File: src/rtl/immediate_generator.sv
// -----------------------------------------------------------------------------
// immediate_generator
//
// Dual-lane RV64 immediate generator for a two-wide decode stage. Each lane
// classifies its 32-bit instruction word by the full 7-bit opcode. It then
// produces the sign-extended 64-bit immediate for the I, S, B, U or J format.
// Every other opcode yields zero.
//
// Both lanes use the same decode function. The combinational results are also
// captured in a pair of registers for the decode/execute pipeline boundary.
//
// Ports:
//   clk     in   1   pipeline clock
//   rst     in   1   asynchronous, active-high reset (registered outputs only)
//   instrA  in  32   lane A instruction word
//   instrB  in  32   lane B instruction word
//   immA    out 64   lane A immediate, combinational
//   immB    out 64   lane B immediate, combinational
//   immA_q  out 64   lane A immediate, registered (1-cycle latency)
//   immB_q  out 64   lane B immediate, registered (1-cycle latency)
//
// Configuration:
//   IMM_CSR_EN  When defined, SYSTEM instructions with funct3[2]=1 (CSRRWI,
//               CSRRSI, CSRRCI) return the zero-extended 5-bit uimm taken
//               from instr[19:15]. When undefined, SYSTEM always returns 0.
// -----------------------------------------------------------------------------
module immediate_generator (
  input  logic        clk,
  input  logic        rst,
  input  logic [31:0] instrA,
  input  logic [31:0] instrB,
  output logic [63:0] immA,
  output logic [63:0] immB,
  output logic [63:0] immA_q,
  output logic [63:0] immB_q
);

  localparam logic [6:0] OPC_OP_IMM    = 7'b0010011;
  localparam logic [6:0] OPC_OP_IMM_32 = 7'b0011011;
  localparam logic [6:0] OPC_LOAD      = 7'b0000011;
  localparam logic [6:0] OPC_JALR      = 7'b1100111;
  localparam logic [6:0] OPC_STORE     = 7'b0100011;
  localparam logic [6:0] OPC_BRANCH    = 7'b1100011;
  localparam logic [6:0] OPC_LUI       = 7'b0110111;
  localparam logic [6:0] OPC_AUIPC     = 7'b0010111;
  localparam logic [6:0] OPC_JAL       = 7'b1101111;
  localparam logic [6:0] OPC_SYSTEM    = 7'b1110011;

  // Shared per-lane decode. The sign bit is always instr[31].
  function automatic logic [63:0] decode_imm(input logic [31:0] instr);
    logic [63:0] imm;
    imm = 64'h0;
    case (instr[6:0])
      OPC_OP_IMM, OPC_OP_IMM_32, OPC_LOAD, OPC_JALR: begin
        // Shift amounts are not special-cased; funct6/funct7 pass through.
        imm = {{52{instr[31]}}, instr[31:20]};
      end
      OPC_STORE: begin
        imm = {{52{instr[31]}}, instr[31:25], instr[11:7]};
      end
      OPC_BRANCH: begin
        imm = {{51{instr[31]}}, instr[31], instr[7], instr[30:25],
               instr[11:8], 1'b0};
      end
      OPC_LUI, OPC_AUIPC: begin
        imm = {{32{instr[31]}}, instr[31:12], 12'h000};
      end
      OPC_JAL: begin
        imm = {{43{instr[31]}}, instr[31], instr[19:12], instr[20],
               instr[30:21], 1'b0};
      end
      OPC_SYSTEM: begin
`ifdef IMM_CSR_EN
        // funct3[2] selects the immediate CSR forms; uimm is zero-extended.
        if (instr[14]) begin
          imm = {59'h0, instr[19:15]};
        end else begin
          imm = 64'h0;
        end
`else
        imm = 64'h0;
`endif
      end
      default: begin
        imm = 64'h0;
      end
    endcase
    return imm;
  endfunction

  logic [63:0] imm_a_d;
  logic [63:0] imm_b_d;

  // Combinational decode of both lanes; this is also the register next-state.
  always_comb begin
    imm_a_d = decode_imm(instrA);
    imm_b_d = decode_imm(instrB);
  end

  assign immA = imm_a_d;
  assign immB = imm_b_d;

  // Pipeline-boundary copy: loads every cycle and clears asynchronously on rst.
  always_ff @(posedge clk or posedge rst) begin
    if (rst) begin
      immA_q <= 64'h0;
      immB_q <= 64'h0;
    end else begin
      immA_q <= imm_a_d;
      immB_q <= imm_b_d;
    end
  end

endmodule

File: config.mk
export PLATFORM = sky130hd
export DESIGN_NAME = immediate_generator
export DESIGN_NICKNAME = d
export VERILOG_FILES = /design/src/rtl/immediate_generator.sv
export SDC_FILE = /design/constraint.sdc
export NUM_CORES = 1
export LEC_CHECK = 0
export ABC_AREA = 0
export CAP_MARGIN = 20
export CORE_AREA = 2 2 126 128
export CTS_CLUSTER_DIAMETER = 40
export CTS_CLUSTER_SIZE = 8
export DETAILED_ROUTE_END_ITERATION = 12
export DIE_AREA = 0 0 128 130
export GPL_TIMING_DRIVEN = 0
export PLACE_DENSITY = 0.78
export SLEW_MARGIN = 20
export SYNTH_ARGS = -nofsm -noshare
export SYNTH_HDL_FRONTEND = slang
export SYNTH_SLANG_ARGS = --single-unit
File: constraint.sdc
create_clock -name clk -period 2.7 [get_ports clk]
set_input_delay 0.405 -clock clk [delete_from_list [all_inputs] [get_ports clk]]
set_output_delay 0.405 -clock clk [all_outputs]
set_load 0.1 [all_outputs]
; Yosys cells after proc, flatten, opt, wreduce, memory -nomap -nowiden
; Index checks and enable logic that the tools add are counted.
; Widths: inputs -> output; s select.
[word_totals]
register_bits = 128
elab_cells = 26
inputBits = 66
[op_classes]
eq_ne = 18
reduce_logical = 4
n_mux = 2
[op_table]
columns = operator, n
row1 = $pmux 64 s5, 2
row2 = $eq 7x5->1 const B, 6
row3 = $eq 7x7->1 const B, 6
row4 = $eq 7x6->1 const B, 4
row5 = $eq 7x2->1 const B, 2
row6 = $reduce_or 4->1, 2
row7 = $reduce_or 2->1, 2

; Longest topological paths before layout
; Gate-level depths: netlist of run 1.
[depth]
word_depth = 3
ltp_mapped = 6
depth_no_buf = 4

; Worst setup path before layout of run 1
; OpenSTA, ideal clock, no wires.
[synth_timing]
kind = input -> output
start = input port instrA[3]
end = output port immA[32]
stages = 5
arrival_time_ns = 3.844
required_time_ns = 2.295
n_path_buf = 1
setup_slack_ns = -1.549
path_cell_list = nand2b_1 o211a_1 o32a_1 nor2_1 buf_4
[synth_via]
elab_chain_len = 3
word_cells_on_any_way = 12
cone_classes = 9 x eq/ne / 1 x mux / 2 x reduce/logical
[synth_rtl]
columns = element, line_no
row1 = start: declaration, 30  ; input logic [31:0] instrA,
row2 = $eq 7x5->1 (tied with other cells), 53  ; case (instr[6:0])
row3 = $reduce_or 4->1 or $reduce_or 2->1 (tied branches), 53
row4 = $pmux 64 s5 *, 53
row5 = end: declaration, 32  ; output logic [63:0] immA,
; Mark *: on every way between the ends. The rest lies on a longest branch, timed or not.

; Worst setup path in the final report of run 1
[layout_timing]
start = input port instrA[1]
end = output port immA[8]
; Same word-level chain as after synthesis.

==> results, run 1 <==
- The flow ran to the end, and the final reports show no timing, DRC or antenna violations.
- Counting every instance in the synthesized netlist gives 324.
- The die boundary width is 128 um.
- The post-route setup TNS is 0 ps.
- The via count of the first global-routing pass is 3439.
- The count of non-filler cells in the finished layout is 870.
- The number of gates on the worst path with buffers counted is 5.
- The overall via count from detail_route is 3650.
- Timing analysis after detailed placement gives a worst setup slack of -1553 ps.
- The worst setup path is captured at an output port.
- The post-detailed-route DRC marker count is 0.
- Together, buffers and inverters on the worst path number 2.
- The cell family contributing the most delay on the critical path is simple AND/OR/NAND/NOR gates.
- The total overflow left after global routing is 0.
- CTS built an H-tree with a depth of 3.
- The final count of pins violating max slew came to 0.
- The initial core utilization is 0.2291.
- The die covers 0.01664 mm2.
- The routed design could run at a clock period as short as 2629 ps.
- The CTS root buffer is sky130_fd_sc_hd__clkbuf_16.
- Summing every instance area after synthesis gives 0.003533 mm2.
- The clock buffer count from CTS is 9.
- The top fanout value on the critical path is 7.
- The site row count is 46.
- Including well taps, the total number of placed cells is 837.
- The routed length per placed instance is 15.91 um.
- The commonest cells after synthesis are sky130_fd_sc_hd__buf_4, sky130_fd_sc_hd__dfrtp_1, sky130_fd_sc_hd__a21o_1.
- The worst setup path is of the in -> out kind.
- The vertical extent of the die is 130 um.
- Dividing the final minimum period by the clock period gives 0.9737.
- The static leakage is 4.309 nW.
- Once detailed placement completed, the half-perimeter wirelength came to 10130 um.
- The routability congestion estimate from global placement is 0.8087.
- The capturing instance or port of the critical path is immA[8].
- The number of filler cells placed in the layout is 1457.
- The final layout contains 741 nets.
- The share of post-route cells with drive strength above 1 is 0.4956.
- STA puts the critical path data required time at 2300 ps.
- Using the TritonRoute via totals, the vias-per-cell ratio works out to 4.195.
- Walking the worst path, the cells encountered are clkdlybuf4s50_1 > nand2_1 > nor3_2 > and2_1 > buf_4.
- During placement, the flow inserted port buffers numbering 320.
- In the synthesized netlist the dominant register cell turns out to be sky130_fd_sc_hd__dfrtp_1.
- The share of the Yosys chip area taken by registers is 0.4533.
- The post-synth net total is 390.
- The master of the slowest instance on the critical path is sky130_fd_sc_hd__clkdlybuf4s50_1.
- The clock passes through at most 2 buffers.
- In this run the worst setup path begins at instrA[1].
- The count of endpoints failing hold in the final timing report is 0.
- The path class of the tightest hold or removal check is in -> async.
- Clock-pin slew was measured on the worst setup and hold paths at 50 ps.
- The tightest hold margin is 445.5 ps.
- The area of the core is 0.01542 mm2.
- The antenna violation net count after detailed routing is 0.
- The Yosys step of the flow raised 0 warnings.
- Wires add up to 13840 um.
- In this run, synthesis inferred 0 flip-flops with an integrated enable.
- The maximum resistive drop on vdd is 0.3648 mV.
- The proportion of register bits with asynchronous set or reset after synthesis is 1.000.
- sky130_fd_sc_hd__dfrtp_1 takes more of the synthesized area than any other cell.
- The average size of a mapped cell is 10.91 um2.
- In this design, the stage delay of the slowest critical-path cell is 510 ps.
- The arrival time reported for the critical path endpoint is 2220 ps.
- The area added between synthesis and finish is 116.5%.
- Of the post-synthesis cell area, the dominant cell type holds 0.4533.
- The transition time at the pin with the least slew margin is 1079 ps.
- The number of violations of the max-capacitance limit is 0.
- Setup repair after global routing left no endpoint under its margin.
- The pin count of the biggest net entering global routing is 34.
- The first routing iteration left 88 violations.
- The most used standard cell by instance count after synthesis is sky130_fd_sc_hd__buf_4.
- The pre-antenna-repair detailed-routing pass consisted of 4 iterations.
- Overall power consumption after layout is estimated at 3.315 mW.
- The first global-routing pass estimated 19710 um of wire.
- After synthesis, the cell types taking the most area are sky130_fd_sc_hd__dfrtp_1, sky130_fd_sc_hd__buf_4, sky130_fd_sc_hd__a21o_1.
- The total of flip-flops plus latches after synthesis is 64.
- The headroom to the max-slew limit is 0.2784.
- The number of diodes is 0.
- The total routing resource utilization after global routing is 0.1569.
- Setup slack closes at 71.00 ps.
- TritonCTS built the clock tree.
- The number of placed I/O pins is 322.
- For this design the ratio of total power to cell area is 433.3 mW/mm2.
- The number of antenna violations at the first check in global routing came to 0.
- The maximum clock rate is 380.4 MHz.
- Yosys mapped the design onto 44 distinct sky130hd cell types.
- Setup violations remaining at the end of the flow were counted as 0.
- The clock sink count is 64.
- The critical path startpoint category is an input pin.
[flip-flops by register name, indices dropped and copies added (netlist names)]
signal  count
immA_q     32
immB_q     32
[cell type report]
| class | count | area [um2] | share of cell area |
|---|---|---|---|
| inverter | 4 | 17.52 | 0.002290 |
| clock inverter | 3 | 42.54 | 0.005561 |
| sequential | 64 | 1604 | 0.2097 |
| multi-input combinational | 127 | 1075 | 0.1405 |
| tap | 192 | 240.2 | 0.03140 |
| timing repair buffer | 336 | 3351 | 0.4380 |
| clock buffer | 11 | 252.7 | 0.03304 |
| buffer | 133 | 1067 | 0.1395 |
[per-stage QoR]
stage	instance area, um2	util
after floorplan	3627	-
after global placement	7071	0.4584
after detailed placement	7093	0.4598
after CTS	7517	0.4873
after global routing	7650	0.4959
final	7650	0.4959
[where the power goes]
group | internal, mW | switching [mW] | total [mW]
Combinational | 0.316 | 0.833 | 1.15
Clock | 0.753 | 0.421 | 1.17
Sequential | 0.981 | 0.0113 | 0.992
Total | 2.05 | 1.27 | 3.31
[placed cells by master (no fill, tap or decap), types with 4 or more instances in the layout]
master	n
sky130_fd_sc_hd__nand2_1	5
sky130_fd_sc_hd__a21o_1	37
sky130_fd_sc_hd__nor2_1	6
sky130_fd_sc_hd__o31a_4	4
sky130_fd_sc_hd__and2_1	8
sky130_fd_sc_hd__a22o_1	8
sky130_fd_sc_hd__buf_6	86
sky130_fd_sc_hd__dlygate4sd2_1	58
sky130_fd_sc_hd__clkdlybuf4s50_1	115
sky130_fd_sc_hd__nand3b_1	4
sky130_fd_sc_hd__buf_2	10
sky130_fd_sc_hd__buf_12	11
sky130_fd_sc_hd__dfrtp_1	62
sky130_fd_sc_hd__nor2b_1	4
sky130_fd_sc_hd__clkbuf_16	9
sky130_fd_sc_hd__buf_4	161
sky130_fd_sc_hd__clkdlybuf4s15_2	17
[kinds of logic (layout without fill, tap and decap cells)]
group / count (synthesis) / count (layout) / synth area share
multiplexers: 2 / 2 / 0.007081
AND/OR/NAND/NOR: 56 / 57 / 0.1077
flip-flops: 64 / 64 / 0.4533
AO/OA/AOI/OAI: 65 / 68 / 0.1477
buffers and inverters: 137 / 487 / 0.2843
[repair_timing]
item                                    CTS  global route
hold buffers                              0             0
resized for setup                       944            32
endpoints found under the setup margin  194            75
pin swaps                                 8             1
cloned                                    4             1
setup buffers                            12             2
[per-layer routing]
metal	GRT usage	vias to the layer above	part of all wire
met5	0	-	0
li1	-	1692	-
met4	0.06141	0	0.020
met2	0.2699	181	0.51
met1	0.1781	1760	0.38
met3	0.05781	17	0.083
[worst min path at each step]
| stage | endpoint | startpoint | slack (ps) |
|---|---|---|---|
| 6_report | immA_q[27]$_DFF_PP0_ | rst | 450 |
| 3_3_place_gp | immB_q[11]$_DFF_PP0_ | instrB[3] | 870 |
| 3_5_place_dp | immA_q[27]$_DFF_PP0_ | rst | 810 |
| 4_1_cts | immA_q[27]$_DFF_PP0_ | rst | 450 |
| 5_1_grt | immA_q[27]$_DFF_PP0_ | rst | 510 |
| 2_1_floorplan | immB_q[20]$_DFF_PP0_ | instrB[20] | 900 |
(Power assumes the default switching activity.)
==> run 2, diff against run 1 <==
- CAP_MARGIN: 20 -> 40
==> run 2 against run 1 <==
Compared with the run above:
- non-clock buffer count grew 193
- cell count increased by 23%
- critical endpoint is now immA[22]
- sequential share of layout area decreased by 7.8 points
- largest cell class unchanged
- largest power group is now combinational cells
- critical path depth rose by 2
==> results, run 2 (synthesis gave the netlist of run 1 again) <==
- Largest registers ranked by flip-flop count: immA_q (32), immB_q (32) (unchanged).
- The post-route setup TNS is 0 ps (unchanged).
- The top routing layer in use is met4 (unchanged).
- The routed length per placed instance is 21.83 um (was 15.91 um).
- The count of endpoints failing hold in the final timing report is 0 (unchanged).
- The overall via count from detail_route is 4784 (was 3650).
- The H-tree depth is 3 (unchanged).
- The number of port buffers is 320 (unchanged).
- The path type of the worst min-delay path is in -> async (unchanged).
- The post-detailed-route DRC marker count is 0 (unchanged).
- The total routing resource utilization after global routing is 0.2724 (was 0.1569).
- Result of the run: finished clean (unchanged).
- The met3 routed wirelength is 1314 um (was 1146 um).
- The maximum number of buffers from clock root to sink is 2 (unchanged).
- The type of destination of the critical path is an output port (unchanged).
- The number of antenna violations at the first check in global routing came to 1 (was 0).
- The clock sink count is 64 (unchanged).
- The critical path required time is 2300 ps (about the same).
- The transition time at the pin with the least slew margin was 500.6 ps (was 1079 ps).
- The commonest non-fill, non-tap cell in the layout is sky130_fd_sc_hd__clkdlybuf4s50_1 (was sky130_fd_sc_hd__buf_4).
- The post-route clock period utilization is 0.9958 (was 0.9737).
- The top fanout value on the critical path is 5 (was 7).
- The site row count is 46 (unchanged).
- The count of endpoints failing setup in the final report came to 0 (unchanged).
- The post-detailed-placement half-perimeter wirelength is 17660 um (was 10130 um).
- The area of the core is 0.01542 mm2 (unchanged).
- The final count of pins violating max slew came to 0 (unchanged).
- The vertical extent of the die came to 130 um (unchanged).
- The maximum resistive drop on vdd is 0.2807 mV (was 0.3648 mV).
- The power density over cell area is 324.8 mW/mm2 (was 433.3 mW/mm2).
- The clock buffer count from CTS was 9 (unchanged).
- The via-per-instance ratio is 4.488 (was 4.195).
- The routed length on met1 came to 7434 um (was 5313 um).
- The cell count after placement is 1097 (was 837).
- The critical path startpoint category is an input pin (unchanged).
- The die boundary width is 128 um (unchanged).
- The critical setup path kind is in -> out (unchanged).
- The residual overflow from global routing came to 0 (unchanged).
- The total die area is 0.01664 mm2 (unchanged).
- The routability congestion estimate from global placement came to 0.8087 (unchanged).
- Leading cell types in the layout, fill and taps excluded: sky130_fd_sc_hd__clkdlybuf4s50_1, sky130_fd_sc_hd__buf_4, sky130_fd_sc_hd__buf_12, sky130_fd_sc_hd__buf_8, sky130_fd_sc_hd__dfrtp_1 (was sky130_fd_sc_hd__buf_4, sky130_fd_sc_hd__clkdlybuf4s50_1, sky130_fd_sc_hd__buf_6, sky130_fd_sc_hd__dfrtp_1, sky130_fd_sc_hd__dlygate4sd2_1).
- The clock tree from TritonCTS is done (unchanged).
- The initial core utilization is 0.2291 (unchanged).
- The static leakage came to 5.876 nW (was 4.309 nW).
- The pin count of the biggest net entering global routing is 34 (unchanged).
- The antenna violation net count after detailed routing is 0 (unchanged).
- The first-pass GRT wire length is 33380 um (was 19710 um).
- The maximum clock rate is 371.9 MHz (was 380.4 MHz).
- The clock input transition at the sequential cells of the worst setup and hold paths is 60 ps (was 50 ps).
- The share of post-route cells with drive strength above 1 is 0.6002 (was 0.4956).
- The number of nets in the final layout came to 934 (was 741).
- The arrival time reported for the critical path endpoint is 2280 ps (was 2220 ps).
- The number of placed I/O pins is 322 (unchanged).
- The routed length on met2 is 13060 um (was 7113 um).
- The count of non-filler cells in the finished layout is 1066 (was 870).
- The detailed-route wire length is 23270 um (was 13840 um).
- The minimum clock period after layout is 2689 ps (was 2629 ps).
- The number of violations of the max-capacitance limit is 0 (unchanged).
- The area added between synthesis and finish came to 244.4% (was 116.5%).
- The DRC marker count from the first detailed-route iteration is 165 (was 88).
- The headroom to the max-slew limit is 0.6663 (was 0.2784).
- The via count of the first global-routing pass is 5439 (was 3439).
- The CTS root buffer is sky130_fd_sc_hd__clkbuf_16 (unchanged).
- The number of search-and-repair iterations in the first detailed-routing pass is 5 (was 4).
-- run 2: what timing repair did --
item | 4_1_cts | 5_1_grt
endpoints found under the setup margin | 128 | 35
cloned | 7 | 0
resized for setup | 206 | 22
buffers inserted | 46 | 9
hold buffers | 0 | 0
pin swaps | 17 | 7
-- run 2: worst max-delay path, stage by stage --
cell                              delay, ps
sky130_fd_sc_hd__dlygate4sd2_1          320
sky130_fd_sc_hd__inv_1                  110
sky130_fd_sc_hd__nor4_4                 360
sky130_fd_sc_hd__buf_4                  210
sky130_fd_sc_hd__a21o_1                 140
sky130_fd_sc_hd__clkdlybuf4s50_1        550
sky130_fd_sc_hd__buf_12                 190
-- run 2: per-layer routing --
layer  up-vias  GRT usage
met5         -          0
met4         0     0.1597
met3        81    0.06191
met2       305     0.5288
met1      2313     0.2636
li1       2085          -
-- run 2: path summary, 6_finish.rpt --
check                            from              endpoint  depth (start not counted)
min in group clk            instrA[0]   immA_q[0]$_DFF_PP0_                          3
max                        instrA[31]              immA[22]                          7
max in group asynchronous         rst  immB_q[29]$_DFF_PP0_                          3
min                               rst  immA_q[24]$_DFF_PP0_                          2
-- run 2: metrics by stage --
stage	hold WS, ps	util	area (um2)	worst slack (ps)	power (mW)
6_report	464.6	0.7889	12170	11.33	3.952
5_1_grt	499.5	0.7889	12170	-8.125	4.046
4_1_cts	476.1	0.7842	12100	-0.9666	3.942
3_5_place_dp	826.0	0.7549	11640	-1222	2.518
3_3_place_gp	870.4	0.4584	7071	-1506	2.132
2_1_floorplan	903.5	-	3627	-194.3	1.822
-- run 2: where the power goes --
| part | switching [mW] | total, mW | internal (mW) |
|---|---|---|---|
| clock network | 0.465 | 1.40 | 0.932 |
| registers | 0.00937 | 0.990 | 0.980 |
| logic | 0.953 | 1.57 | 0.613 |
-- run 2: area by class of cell --
type	count	area [um2]
multi-input combinational	127	1217
buffer	133	1072
fill	812	3256
tap	192	240.2
timing repair buffer	529	7664
antenna	1	2.502
inverter	4	17.52
clock buffer	10	239.0
clock inverter	6	115.1
sequential	64	1602
